## src/rtl/tag_alloc_if.sv

```systemverilog
// -----------------------------------------------------------------------------
// tag_alloc_if -- allocation handshake and tag-return bundle for tag_alloc.
//
// Signals (W = number of tags, TW = $clog2(W)):
//   alloc_vld  allocator -> consumer  a free tag is offered
//   alloc_tag  allocator -> consumer  offered tag, TW bits
//   alloc_rdy  consumer -> allocator  offered tag is accepted this cycle
//   free_vld   consumer -> allocator  a tag is being returned
//   free_tag   consumer -> allocator  tag being returned, TW bits
//
// Modports:
//   slave   the allocator (tag_alloc)
//   master  the consumer that takes and returns tags
// -----------------------------------------------------------------------------
interface tag_alloc_if #(
  parameter int W = 32
);
  localparam int TW = $clog2(W);

  logic          alloc_vld;
  logic [TW-1:0] alloc_tag;
  logic          alloc_rdy;
  logic          free_vld;
  logic [TW-1:0] free_tag;

  modport slave (
    output alloc_vld,
    output alloc_tag,
    input  alloc_rdy,
    input  free_vld,
    input  free_tag
  );

  modport master (
    input  alloc_vld,
    input  alloc_tag,
    output alloc_rdy,
    output free_vld,
    output free_tag
  );
endinterface

```

## src/rtl/tag_alloc.sv

```systemverilog
// -----------------------------------------------------------------------------
// tag_alloc -- W-entry tag allocator with a rotating free-slot search.
//
// A busy vector records which tags are held. Each cycle the allocator offers
// the first free tag at or after a search pointer (wrapping W-1 -> 0). The
// pointer advances past every tag that is handed out, so tags are granted
// round-robin rather than always reusing the lowest free index. The offered
// candidate is registered: it is computed from the next-cycle busy vector and
// next-cycle pointer, which keeps alloc_vld/alloc_tag glitch-free and stable
// while the consumer stalls.
//
// Parameters:
//   W      number of tags, power of two, >= 2
//   INFER  1: rotator written as a plain shift; 0: explicit log2(W)-stage
//          barrel rotator
//
// Ports:
//   clk_i    clock, all state updates on the rising edge
//   rst_i    synchronous active-high reset (overrides everything)
//   bus      tag_alloc_if.slave: alloc_vld/alloc_tag/alloc_rdy handshake and
//            free_vld/free_tag return path
//   flush_i  release every tag; beats a same-cycle grant and free
//   busy_o   held-tag vector, bit t = tag t held
//   count_o  number of held tags
//   full_o   count_o == W
//   empty_o  count_o == 0
//   err_o    sticky illegal-free flag
//
// Build option:
//   TAG_ALLOC_ERR_CHECK_EN  when defined, err_o sets the cycle after a free
//                           names a tag that is not held, and stays set until
//                           rst_i (flush does not clear it). When undefined,
//                           err_o is tied low and no check logic exists.
//                           Illegal frees are ignored either way.
// -----------------------------------------------------------------------------
module tag_alloc #(
  parameter int W     = 32,
  parameter bit INFER = 1'b0
) (
  input  logic                 clk_i,
  input  logic                 rst_i,
  tag_alloc_if.slave           bus,
  input  logic                 flush_i,
  output logic [W-1:0]         busy_o,
  output logic [$clog2(W):0]   count_o,
  output logic                 full_o,
  output logic                 empty_o,
  output logic                 err_o
);

  localparam int TW = $clog2(W);
  localparam int CW = TW + 1;

  // ---------------------------------------------------------------------------
  // State
  // ---------------------------------------------------------------------------
  logic [W-1:0]  busy_q,     busy_d;
  logic [TW-1:0] ptr_q,      ptr_d;
  logic [CW-1:0] count_q,    count_d;
  logic          full_q,     full_d;
  logic          empty_q,    empty_d;
  logic          cand_vld_q, cand_vld_d;
  logic [TW-1:0] cand_tag_q, cand_tag_d;

  // ---------------------------------------------------------------------------
  // Handshake qualification
  // ---------------------------------------------------------------------------
  logic fire;
  logic free_ok;

  assign fire    = cand_vld_q & bus.alloc_rdy;
  // Returning a tag that is not held is dropped; it must never clear a bit
  // or decrement the count.
  assign free_ok = bus.free_vld & busy_q[bus.free_tag];

  // ---------------------------------------------------------------------------
  // Next-state busy vector, pointer and count
  // ---------------------------------------------------------------------------
  // NOTE: every signal written in an always_comb gets a default on its first
  // line, so no path through the block leaves it unassigned and no latch is
  // inferred.
  always_comb begin
    busy_d  = busy_q;
    ptr_d   = ptr_q;
    count_d = count_q;

    if (flush_i) begin
      // A grant that fires alongside a flush is lost: the consumer saw the
      // handshake, but the tag is not recorded as held.
      busy_d  = '0;
      ptr_d   = '0;
      count_d = '0;
    end else begin
      // The fired tag is free by construction, so it can never be the tag
      // being legally freed in the same cycle; both updates are independent.
      if (fire) begin
        busy_d[cand_tag_q] = 1'b1;
        ptr_d              = cand_tag_q + TW'(1);  // wraps mod W
      end
      if (free_ok) begin
        busy_d[bus.free_tag] = 1'b0;
      end
      count_d = count_q + CW'(fire) - CW'(free_ok);
    end
  end

  assign full_d  = (count_d == CW'(W));
  assign empty_d = (count_d == '0);

  // ---------------------------------------------------------------------------
  // Circular first-free search
  //
  // The free vector is rotated right by ptr_d so that tag ptr_d lands at bit
  // 0; a lowest-set-bit search over the rotated vector then gives the offset
  // from the pointer, and adding the pointer back (mod W) gives the tag.
  // ---------------------------------------------------------------------------
  logic [W-1:0] free_d;
  logic [W-1:0] rot_free;

  assign free_d = ~busy_d;

  if (INFER) begin : g_rot_infer
    assign rot_free = W'({free_d, free_d} >> ptr_d);
  end else begin : g_rot_explicit
    // Stage s rotates by 2**s when bit s of the pointer is set.
    logic [W-1:0] rot_stage [TW+1];

    assign rot_stage[0] = free_d;

    for (genvar s = 0; s < TW; s++) begin : g_stage
      localparam int K = 1 << s;
      assign rot_stage[s+1] = ptr_d[s]
                            ? {rot_stage[s][K-1:0], rot_stage[s][W-1:K]}
                            : rot_stage[s];
    end

    assign rot_free = rot_stage[TW];
  end

  logic [TW-1:0] first_off;

  // Scanning from the top down leaves the lowest set index as the result.
  always_comb begin
    first_off = '0;
    for (int i = W - 1; i >= 0; i--) begin
      if (rot_free[i]) begin
        first_off = TW'(i);
      end
    end
  end

  // When nothing is free the tag is a don't-care; the sum is harmless.
  assign cand_vld_d = |free_d;
  assign cand_tag_d = ptr_d + first_off;

  // ---------------------------------------------------------------------------
  // Registers
  // ---------------------------------------------------------------------------
  // NOTE: state registers use non-blocking assignments so every register in
  // the design samples its inputs from the same pre-edge values.
  always_ff @(posedge clk_i) begin
    if (rst_i) begin
      busy_q     <= '0;
      ptr_q      <= '0;
      count_q    <= '0;
      full_q     <= 1'b0;
      empty_q    <= 1'b1;
      cand_vld_q <= 1'b1;
      cand_tag_q <= '0;
    end else begin
      busy_q     <= busy_d;
      ptr_q      <= ptr_d;
      count_q    <= count_d;
      full_q     <= full_d;
      empty_q    <= empty_d;
      cand_vld_q <= cand_vld_d;
      cand_tag_q <= cand_tag_d;
    end
  end

  // ---------------------------------------------------------------------------
  // Illegal-free detection
  // ---------------------------------------------------------------------------
`ifdef TAG_ALLOC_ERR_CHECK_EN
  logic err_q;

  // Sticky: only reset clears it, a flush leaves it set.
  always_ff @(posedge clk_i) begin
    if (rst_i) begin
      err_q <= 1'b0;
    end else begin
      err_q <= err_q | (bus.free_vld & ~busy_q[bus.free_tag]);
    end
  end

  assign err_o = err_q;
`else
  assign err_o = 1'b0;
`endif

  // ---------------------------------------------------------------------------
  // Outputs
  // ---------------------------------------------------------------------------
  assign bus.alloc_vld = cand_vld_q;
  assign bus.alloc_tag = cand_tag_q;
  assign busy_o        = busy_q;
  assign count_o       = count_q;
  assign full_o        = full_q;
  assign empty_o       = empty_q;

endmodule
```

## src/flat_wrapper.sv

```systemverilog
// flat-port wrapper written by rule: the top's interface ports become plain ports
module tag_alloc_flat 
#(
  parameter int W     = 32,
  parameter bit INFER = 1'b0
)
  (clk_i, rst_i, flush_i, busy_o, count_o, full_o, empty_o, err_o, bus_alloc_vld, bus_alloc_tag, bus_alloc_rdy, bus_free_vld, bus_free_tag);
  tag_alloc_if #(.W(W)) bus_i ();
  input  logic clk_i;
  input  logic rst_i;
  input  logic flush_i;
  output logic [W-1:0] busy_o;
  output logic [$clog2(W):0] count_o;
  output logic full_o;
  output logic empty_o;
  output logic err_o;
  output wire logic [$bits(bus_i.alloc_vld)-1:0] bus_alloc_vld;
  output wire logic [$bits(bus_i.alloc_tag)-1:0] bus_alloc_tag;
  input wire logic [$bits(bus_i.alloc_rdy)-1:0] bus_alloc_rdy;
  input wire logic [$bits(bus_i.free_vld)-1:0] bus_free_vld;
  input wire logic [$bits(bus_i.free_tag)-1:0] bus_free_tag;
  assign bus_alloc_vld = bus_i.alloc_vld;
  assign bus_alloc_tag = bus_i.alloc_tag;
  assign bus_i.alloc_rdy = bus_alloc_rdy;
  assign bus_i.free_vld = bus_free_vld;
  assign bus_i.free_tag = bus_free_tag;
  tag_alloc #(.W(W), .INFER(INFER)) u_core (.clk_i(clk_i), .rst_i(rst_i), .bus(bus_i), .flush_i(flush_i), .busy_o(busy_o), .count_o(count_o), .full_o(full_o), .empty_o(empty_o), .err_o(err_o));
endmodule
```

## config.mk

```make
export PLATFORM = sky130hd
export DESIGN_NAME = tag_alloc_flat
export DESIGN_NICKNAME = d
export VERILOG_FILES = /design/src/rtl/tag_alloc_if.sv /design/src/rtl/tag_alloc.sv /design/src/flat_wrapper.sv
export SDC_FILE = /design/constraint.sdc
export NUM_CORES = 1
export LEC_CHECK = 0
export CELL_PAD_IN_SITES_DETAIL_PLACEMENT = 2
export CELL_PAD_IN_SITES_GLOBAL_PLACEMENT = 2
export CORE_ASPECT_RATIO = 0.75
export CORE_UTILIZATION = 25
export DETAILED_ROUTE_END_ITERATION = 8
export PLACE_DENSITY_LB_ADDON = 0.1
export SYNTH_ARGS = -nofsm -noshare
export SYNTH_HDL_FRONTEND = slang
export SYNTH_SLANG_ARGS = --single-unit
```

## constraint.sdc

```tcl
create_clock -name clk_i -period 12.65 [get_ports clk_i]
set_input_delay 1.265 -clock clk_i [delete_from_list [all_inputs] [get_ports clk_i]]
set_output_delay 1.265 -clock clk_i [all_outputs]
set_load 0.005 [all_outputs]
```

== Word level (Yosys, flattened, before mapping) ==
Cells that the tools add are included.

* Register bits after elaboration: 51
* Input bits: 10
* Word-level logic and storage cells: 76

* Add/sub/neg operators: 4
* Order comparisons: 4
* Eq/ne operators: 1
* Muxes and demuxes: 50
* Bitwise logic cells: 6
* Reduce and logical (&&, ||, !) cells: 4

{| class="wikitable"
|+ Operator list
! cell !! number
|-
| 32-bit two-way mux || 9
|-
| 5-bit two-way mux || 34
|-
| 32-bit inverter || 2
|-
| 32-bit AND || 1
|-
| 32-bit OR || 1
|-
| 32-bit OR reduction || 1
|-
| 5-bit by 6-bit < comparator with 1-bit output, second input constant || 2
|-
| 1-bit demux with 5-bit select || 2
|-
| 5-bit by 1-bit greater-or-equal comparator with 1-bit output, second input constant || 2
|-
| 6-bit by 1-bit adder with 6-bit output || 1
|-
| 6-bit equality test, second input constant || 1
|-
| 6-bit zero test || 1
|-
| 6-bit two-way mux || 1
|-
| 6-bit by 1-bit subtractor with 6-bit output || 1
|-
| 5-bit by 1-bit adder with 5-bit output, second input constant || 1
|-
| 5-bit adder || 1
|-
| 1-bit binary-select mux with 5-bit select || 1
|-
| 1-bit two-way mux || 3
|-
| 1-bit AND || 2
|-
| 1-bit logical AND || 2
|}

== Longest topological paths before layout ==
Gate-level depths: netlist of run 1.

* Depth after elaboration: 49
* Mapped depth: 28
* Depth with buffers taken out: 26

== Least setup slack after synthesis of run 1 ==
No wires, ideal clock.

* Path kind: input to register
* Start: input port bus_free_tag[3]
* End: register u_core.cand_tag_q[4], in the netlist u_core.bus.alloc_tag[4]
* Library setup time: 125 ps
* Data arrival time: 5495 ps
* Required time: 12525 ps
* Path slack: 7030 ps
* Stages: 24
* Buffers on the path: 2
* Path through: buf_6 > or3b_4 > o221a_1 > or2_4 > and4_4 > buf_6 > o311ai_0 > nand4_1 > o21a_1 > mux4_2 > o2bb2ai_1 > a2111o_1 > a31oi_1 > o21ai_1 > ha_1 > inv_1 > fa_1 > nor2b_1 > o21a_1 > nor2_1 > xnor2_1 > nor2_1 > o21ai_0 > o31ai_1

* Cells in the longest elaborated chain, start to end: 47

{| class="wikitable"
|+ Ends and longest elaborated chain
! item !! RTL line !! text
|-
| from (decl) || flat_wrapper.sv:21 || <nowiki>input wire logic [$bits(bus_i.free_tag)-1:0] bus_free_tag;</nowiki>
|-
| 5-bit by 6-bit < comparator with 1-bit output (not written as such) or 5-bit by 1-bit greater-or-equal comparator with 1-bit output (tied branches) || tag_alloc.sv:101 || <nowiki>busy_d[bus.free_tag] = 1'b0;</nowiki>
|-
| 1-bit logical AND (not written as such) || tag_alloc.sv:101 ||
|-
| 1-bit two-way mux (not written as such) || tag_alloc.sv:101 ||
|-
| 1-bit demux with 5-bit select || -- ||
|-
| 32-bit inverter (no line) || -- ||
|-
| 32-bit AND (no line) || -- ||
|-
| 32-bit two-way mux (*) || tag_alloc.sv:100 || <nowiki>if (free_ok) begin</nowiki>
|-
| 32-bit two-way mux (*) || tag_alloc.sv:87 || <nowiki>if (flush_i) begin</nowiki>
|-
| 32-bit inverter (*) || tag_alloc.sv:120 || <nowiki>assign free_d = ~busy_d;</nowiki>
|-
| 32-bit two-way mux (*) (5 in a row) || tag_alloc.sv:133 || <nowiki>? {rot_stage[s][K-1:0], rot_stage[s][W-1:K]}</nowiki>
|-
| 5-bit two-way mux (31 in a row) || tag_alloc.sv:146 || <nowiki>if (rot_free[i]) begin</nowiki>
|-
| 5-bit two-way mux (*) || tag_alloc.sv:146 ||
|-
| 5-bit adder (*) || tag_alloc.sv:154 || <nowiki>assign cand_tag_d = ptr_d + first_off;</nowiki>
|-
| to (signal assigned) || tag_alloc.sv:177 || <nowiki>cand_tag_q <= cand_tag_d;</nowiki>
|-
| to (decl) || tag_alloc.sv:63 || <nowiki>logic [TW-1:0] cand_tag_q, cand_tag_d;</nowiki>
|}

Mark *: on every way between the ends. The rest lies on a longest branch, timed or not. The select of a mux whose other input is x is not followed.
A chain may end at the register's enable or synchronous reset.

== Worst setup path after layout of run 1 ==
* Start: input port bus_free_tag[1]
* End: register u_core.cand_tag_q[4], in the netlist u_core.bus.alloc_tag[4]

The elaborated chain is that of the path after synthesis.

==> flow_summary.ini, run 1 <==
[yosys]
mappedNetlistNets = 867
synth_edf_count = 0
yosysUniqueCellTypes = 98
flip_flop_and_latch_count_after_synthesis = 51
synth_top_area_share = 0.164
syn-instance-count = 841
avgSynthCellArea_um2 = 7.39
ys.flop_type = sky130_fd_sc_hd__dfxtp_1
async_reset_ff_frac = 0
cell_type_contributing_the_most_total_cell_area_after_synthesis = sky130_fd_sc_hd__dfxtp_1
post_synth_instance_area_um2 = 6220
yosysWarnings = 0
ys_seq_area_frac = 0.164
synth.top_cells.by_area = sky130_fd_sc_hd__dfxtp_1 (16%), sky130_fd_sc_hd__a21oi_1 (5.3%), sky130_fd_sc_hd__nor2_1 (5.2%)

[clock_tree]
clk_root_buffer_cell = sky130_fd_sc_hd__clkbuf_16
tritoncts = done
cts.clk_slew.worst_paths_ns = 0.08
clock_net_sink_count = 51
clk_path_buf_depth = 2
holdBufCountCts = 0
numCtsBuffers = 5
worst_skew_pair.late_latency_ns = 0.32
postCtsResizedCells = 0
htreeDepth = 2
post-cts-setup-buffer-count = 0

[grt]
pin_count_of_the_biggest_net_entering_global_routing = 46
grt_pass1_vias = 7666
global_route.usage.total = 0.266
antenna_found_initial = 1
grt_overflow = 0
grt_first_pass_wirelength_um = 50400

[floorplanning]
boundaryPins = 57
effective_utilization_at_floorplan = 0.257
floorplan.core_area_um2 = 24200
num_rows = 49
fp.dieH_um = 139
die-area_um2 = 25500
die_w_um = 184

[route]
drt_first_pass_iters = 5
routed_via_density = 6.20
wl_um = 33800
route.detailed.drc = 0
route.met3.wl_um = 2420
dr_wl_met2_um = 14100
post_drt_wl_per_cell_um = 28.4
top_layer = met4
routed-via-count = 7374
final_antenna_net_count = 0
first_iter_violations = 613
met1_length_um = 16800

[timing]
fraction_of_the_cycle_the_final_worst_path_needs = 0.628
timing_worst_slew_pin_value_ns = 1.36
timing.final.crit_period_ns = 7.95
drv_slew = 0
setup_viol_count_final = 0
timing.fmax_ghz = 0.126
max-slew-margin-rel = 0.0896
grt_setup_unrepaired = no
postLayoutSetupSlackWorst_ns = 4.70
final.setup.tns_ns = 0
timing_hold_violations_final = 0
fin_worst_skew_ns = 0.00596

[critical_path]
max_stage_delay_ns = 1.19
critical_path.slowest_cell = sky130_fd_sc_hd__clkdlybuf4s50_1
critPathLaunchType = input port
worst_setup_path_end_kind = flip-flop
crit_arrival_ns = 8.18
critical_path_cell_sequence = clkdlybuf4s50_1 > mux4_2 > nor4b_1 > a21oi_4 > nand4_2 > a21o_1 > o311ai_1 > mux2i_1 > a22oi_1 > o211ai_1 > nor3_1 > or3b_1 > a21oi_1 > ha_1 > nor2b_1 > o21a_1 > nor2_1 > xnor2_1 > nand2_1 > o31ai_1
crit_required_ns = 12.88
path_class = in -> reg
crit_fanout = 19

[final_layout]
multi_input_comb_area_um2 = 4840
fraction_of_final_layout_cells_sized_beyond_drive_strength_1 = 0.0839
antennaDiodeCount = 0
design.final.nets = 883
most_used_cells_in_the_layout_excluding_fill_and_tap_cells = sky130_fd_sc_hd__nor2_1 (86), sky130_fd_sc_hd__a21oi_1 (66), sky130_fd_sc_hd__clkdlybuf4s50_1 (55)
num-fill-cells = 2874
flow.area_growth_from_synthesis_pct = 15.2
sequential_cell_area_um2 = 1020
final_common_cell = sky130_fd_sc_hd__nor2_1

[pwr]
total_leakage_power_nw = 2.44
power_density_nw_per_um2 = 70.4
vdd.ir_drop.worst_mv = 0.0524
power_uw = 504

[place]
dp_hpwl_um = 26400
final_estimated_routing_congestion_in_global_placement = 0.925
placement.io_buffers = 55
dp_worst_setup_slack_ns = 4.55

[status]
run_status = complete, no violations

[flow_run]
max_capacitance_violation_count = 0

[worst_hold_path]
min_path_type = reg -> reg
Yosys cell counts (all sizes together) (14+ instances only):
cell    number
a21o        32
dfxtp       51
and3        15
and2        15
clkbuf      41
o211ai      25
nand2       52
nor3        40
inv         18
ha          14
a21oi       67
mux2i       30
mux2        16
buf         19
nand3       31
a211oi      18
nor2        86
o21ai       29
layout make-up:
| cell class | count | share of cell area |
|---|---|---|
| Clock buffer | 6 | 0.0194 |
| Clock inverter | 2 | 0.00192 |
| Inverter | 21 | 0.0110 |
| Multi-Input combinational cell | 709 | 0.676 |
| Sequential cell | 51 | 0.143 |
| Tap cell | 331 | 0.0578 |
| Timing Repair Buffer | 69 | 0.0916 |
critical path: cells and delay by family:
kind | cells | cell delay (ns)
xor+xnor | 1 | 0.17
compound gates | 8 | 2.37
mux | 2 | 0.99
simple gates | 7 | 1.91
buf+inv | 1 | 1.19
fa+ha+maj | 1 | 0.28
sequential cells by signal, indices dropped and copies added (netlist names):
signal,flops
u_core.busy_o,32
u_core.bus.alloc_vld,1
u_core.ptr_q,5
u_core.empty_o,1
u_core.bus.alloc_tag,5
u_core.count_o,6
u_core.full_o,1
metal layers:
| metal | track usage | up-vias |
|---|---|---|
| li1 | - | 3281 |
| met1 | 0.399 | 3773 |
| met2 | 0.383 | 277 |
| met3 | 0.0583 | 43 |
| met4 | 0.0544 | 0 |
| met5 | 0 | - |
through the flow:
step	utilization	area [um^2]	cells	hold slack [ns]
2_1_floorplan	-	6220	841	0.483
3_3_place_gp	0.290	7010	1181	0.536
3_5_place_dp	0.290	7010	1181	0.572
4_1_cts	0.296	7160	1189	0.592
5_1_grt	0.296	7160	1189	0.615
6_report	0.296	7160	1189	0.573
worst paths after layout:
kind                           startpoint                       to  slack [ns]  cells past startpoint
setup / recovery          bus_free_tag[1]  u_core.bus.alloc_tag[4]        4.70                     20
hold / removal            u_core.ptr_q[4]          u_core.ptr_q[4]        0.57                      2
setup reg to reg  u_core.bus.alloc_tag[0]  u_core.bus.alloc_tag[4]        6.28                     24
hold reg to reg           u_core.ptr_q[4]          u_core.ptr_q[4]        0.57                      2
cells by family after synthesis:
logic type / Yosys count / share of synthesized area
and+or+nand+nor: 317 / 0.261
buffers and inverters: 81 / 0.0582
AOI/OAI and AO/OA: 315 / 0.375
adders and majority gates: 16 / 0.0346
DFF: 51 / 0.164
xor gates and xnor gates: 10 / 0.0141
other: 1 / 0.000603
muxes: 50 / 0.0930
power by group:
part	total (mW)	internal, mW	switching, mW
registers	0.172	0.166	0.00568
logic	0.179	0.0611	0.118
clock network	0.154	0.0796	0.0741
total	0.504	0.307	0.197
(Power assumes the default switching activity.)
==> run 2: changes to the inputs <==
==> constraint.sdc (replaced) <==
create_clock -name clk_i -period 7.85 [get_ports clk_i]
set_input_delay 0.785 -clock clk_i [delete_from_list [all_inputs] [get_ports clk_i]]
set_output_delay 0.785 -clock clk_i [all_outputs]
set_load 0.005 [all_outputs]
==> flow_summary.ini, run 2 (same netlist as run 1, synthesis figures left out) <==
[critical_path]
critical_path.reg2reg.endpoint = u_core.bus.alloc_tag[4]
crit_arrival_ns = 7.32
crit_required_ns = 8.07
path_class = in -> reg
critPathLaunchType = input port
worst_setup_path_end_kind = flip-flop
reg2reg_setup_slack_ns = 1.78
crit_fanout = 13
r2r-start = u_core.bus.alloc_tag[0]
reg2regPathDepth = 24

[grt]
grt_pass1_vias = 7613
antenna_found_initial = 0
grt_util_met2 = 0.385
grt_overflow = 0
gr-max-usage-layer = met1
met1_usage = 0.412
grt_first_pass_wirelength_um = 51300
pin_count_of_the_biggest_net_entering_global_routing = 41
global_route.usage.total = 0.269
gr-usage-met3 = 0.0612

[route]
drt_first_pass_iters = 5
post_drt_wl_per_cell_um = 28.2
final_antenna_net_count = 0
wl_um = 34100
route.detailed.drc = 0
routed_via_density = 6.19
routed-via-count = 7476
first_iter_violations = 641

[place]
placed_area_um2 = 7150
dp_hpwl_um = 27200
final_estimated_routing_congestion_in_global_placement = 0.932
placement.io_buffers = 55

[clock_tree]
post-cts-setup-buffer-count = 0
clock_net_sink_count = 51
clk_path_buf_depth = 2
numCtsBuffers = 5
worst_skew_pair.late_latency_ns = 0.32
htreeDepth = 2
clk_root_buffer_cell = sky130_fd_sc_hd__clkbuf_16
cts.clk_slew.worst_paths_ns = 0.07
tritoncts = done
holdBufCountCts = 0
postCtsResizedCells = 0

[final_layout]
largest_register_ffs = 32
utilization = 0.302
antennaDiodeCount = 0
most_used_cells_in_the_layout_excluding_fill_and_tap_cells = sky130_fd_sc_hd__nor2_1 (86), sky130_fd_sc_hd__a21oi_1 (66), sky130_fd_sc_hd__clkdlybuf4s50_1 (55)
fraction_of_final_layout_cells_sized_beyond_drive_strength_1 = 0.104
final_common_cell = sky130_fd_sc_hd__nor2_1
final_instance_area_um2 = 7310
flow.area_growth_from_synthesis_pct = 17.5
design.final.nets = 902

[worst_hold_path]
whs_endpoint = u_core.ptr_q[4]
hold-path-cell-count = 2
hold_path_startpoint = u_core.ptr_q[4]
min_path_type = reg -> reg

[pwr]
total_leakage_power_nw = 2.53
power_uw = 815
power_density_nw_per_um2 = 112
vdd.ir_drop.worst_mv = 0.0785

[floorplanning]
fp.dieH_um = 139
floorplan.core_area_um2 = 24200
effective_utilization_at_floorplan = 0.257
die-area_um2 = 25500
boundaryPins = 57
num_rows = 49
die_w_um = 184

[timing]
timing.final.crit_period_ns = 7.10
timing.fmax_ghz = 0.141
fin_worst_skew_ns = 0.00826
timing_worst_slew_pin_value_ns = 1.02
timing_hold_violations_final = 0
fraction_of_the_cycle_the_final_worst_path_needs = 0.904
fin_hold_ws_ns = 0.592
max-slew-margin-rel = 0.314
grt_setup_unrepaired = no
final.setup.tns_ns = 0
setup_viol_count_final = 0
drv_slew = 0

[flow_run]
max_capacitance_violation_count = 0

[status]
run_status = complete, no violations
## run 2: cell count changes in the layout (fill, tap and decap cells not counted)
cell	delta
sky130_fd_sc_hd__clkinv_2	-1
sky130_fd_sc_hd__clkinvlp_4	+1
sky130_fd_sc_hd__inv_6	-1
sky130_fd_sc_hd__buf_4	+19
sky130_fd_sc_hd__clkinv_4	+1
## run 2: per-layer routing
layer	share of wire	vias to the layer above
li1	-	3325
met1	0.50	3839
met2	0.42	290
met3	0.076	22
met4	0.0081	0
met5	0	-
## run 2: how the worst max path moves through the flow
stage	slack, ns	depth (start not counted)	start	endpoint
3_5_place_dp	0.58	24	bus_free_tag[1]	u_core.bus.alloc_tag[4]
3_3_place_gp	0.78	24	bus_free_tag[1]	u_core.bus.alloc_tag[4]
2_1_floorplan	2.71	24	bus_free_tag[3]	u_core.bus.alloc_tag[4]
6_report	0.75	24	bus_free_tag[1]	u_core.bus.alloc_tag[4]
5_1_grt	0.40	19	bus_free_tag[1]	u_core.bus.alloc_tag[4]
4_1_cts	0.91	24	bus_free_tag[1]	u_core.bus.alloc_tag[4]
## run 2: report_power, final
group	total [mW]	internal, mW	switching [mW]
clock	0.245	0.128	0.117
combinational	0.292	0.103	0.189
sequential	0.277	0.268	0.00888
total	0.815	0.500	0.315
## run 2: layout make-up
type	instances	area [um^2]
clock inverter	2	16.3
inverter	21	78.8
tap	331	414
sequential	51	1020
timing repair buffer	88	798
multi-input combinational	709	4840
fill	2836	16800
clock buffer	6	139
## run 2: through the flow
step	setup slack, ns	instances
final	0.754	1208
after global routing	0.400	1208
after CTS	0.905	1208
after detailed placement	0.584	1200
after global placement	0.783	1200
after floorplan	2.71	841
## run 2: worst max-delay path: stages
cell and delay (ns):
sky130_fd_sc_hd__clkdlybuf4s50_1 0.86, sky130_fd_sc_hd__or3b_1 0.59, sky130_fd_sc_hd__o221a_2 0.28, sky130_fd_sc_hd__or2_4 0.29, sky130_fd_sc_hd__a41oi_2 0.39, sky130_fd_sc_hd__buf_4 0.28, sky130_fd_sc_hd__a211oi_2 0.14, sky130_fd_sc_hd__o31ai_1 0.30
sky130_fd_sc_hd__a2bb2oi_1 0.54, sky130_fd_sc_hd__o22ai_1 0.28, sky130_fd_sc_hd__o22ai_1 0.46, sky130_fd_sc_hd__a211o_1 0.20, sky130_fd_sc_hd__a31o_2 0.13, sky130_fd_sc_hd__a31oi_1 0.08, sky130_fd_sc_hd__o21ai_1 0.23, sky130_fd_sc_hd__ha_1 0.21
sky130_fd_sc_hd__inv_1 0.05, sky130_fd_sc_hd__fa_1 0.38, sky130_fd_sc_hd__nor2b_1 0.16, sky130_fd_sc_hd__o21a_1 0.13, sky130_fd_sc_hd__nor2_1 0.04, sky130_fd_sc_hd__xnor2_1 0.18, sky130_fd_sc_hd__nand2_1 0.08, sky130_fd_sc_hd__o31ai_1 0.21
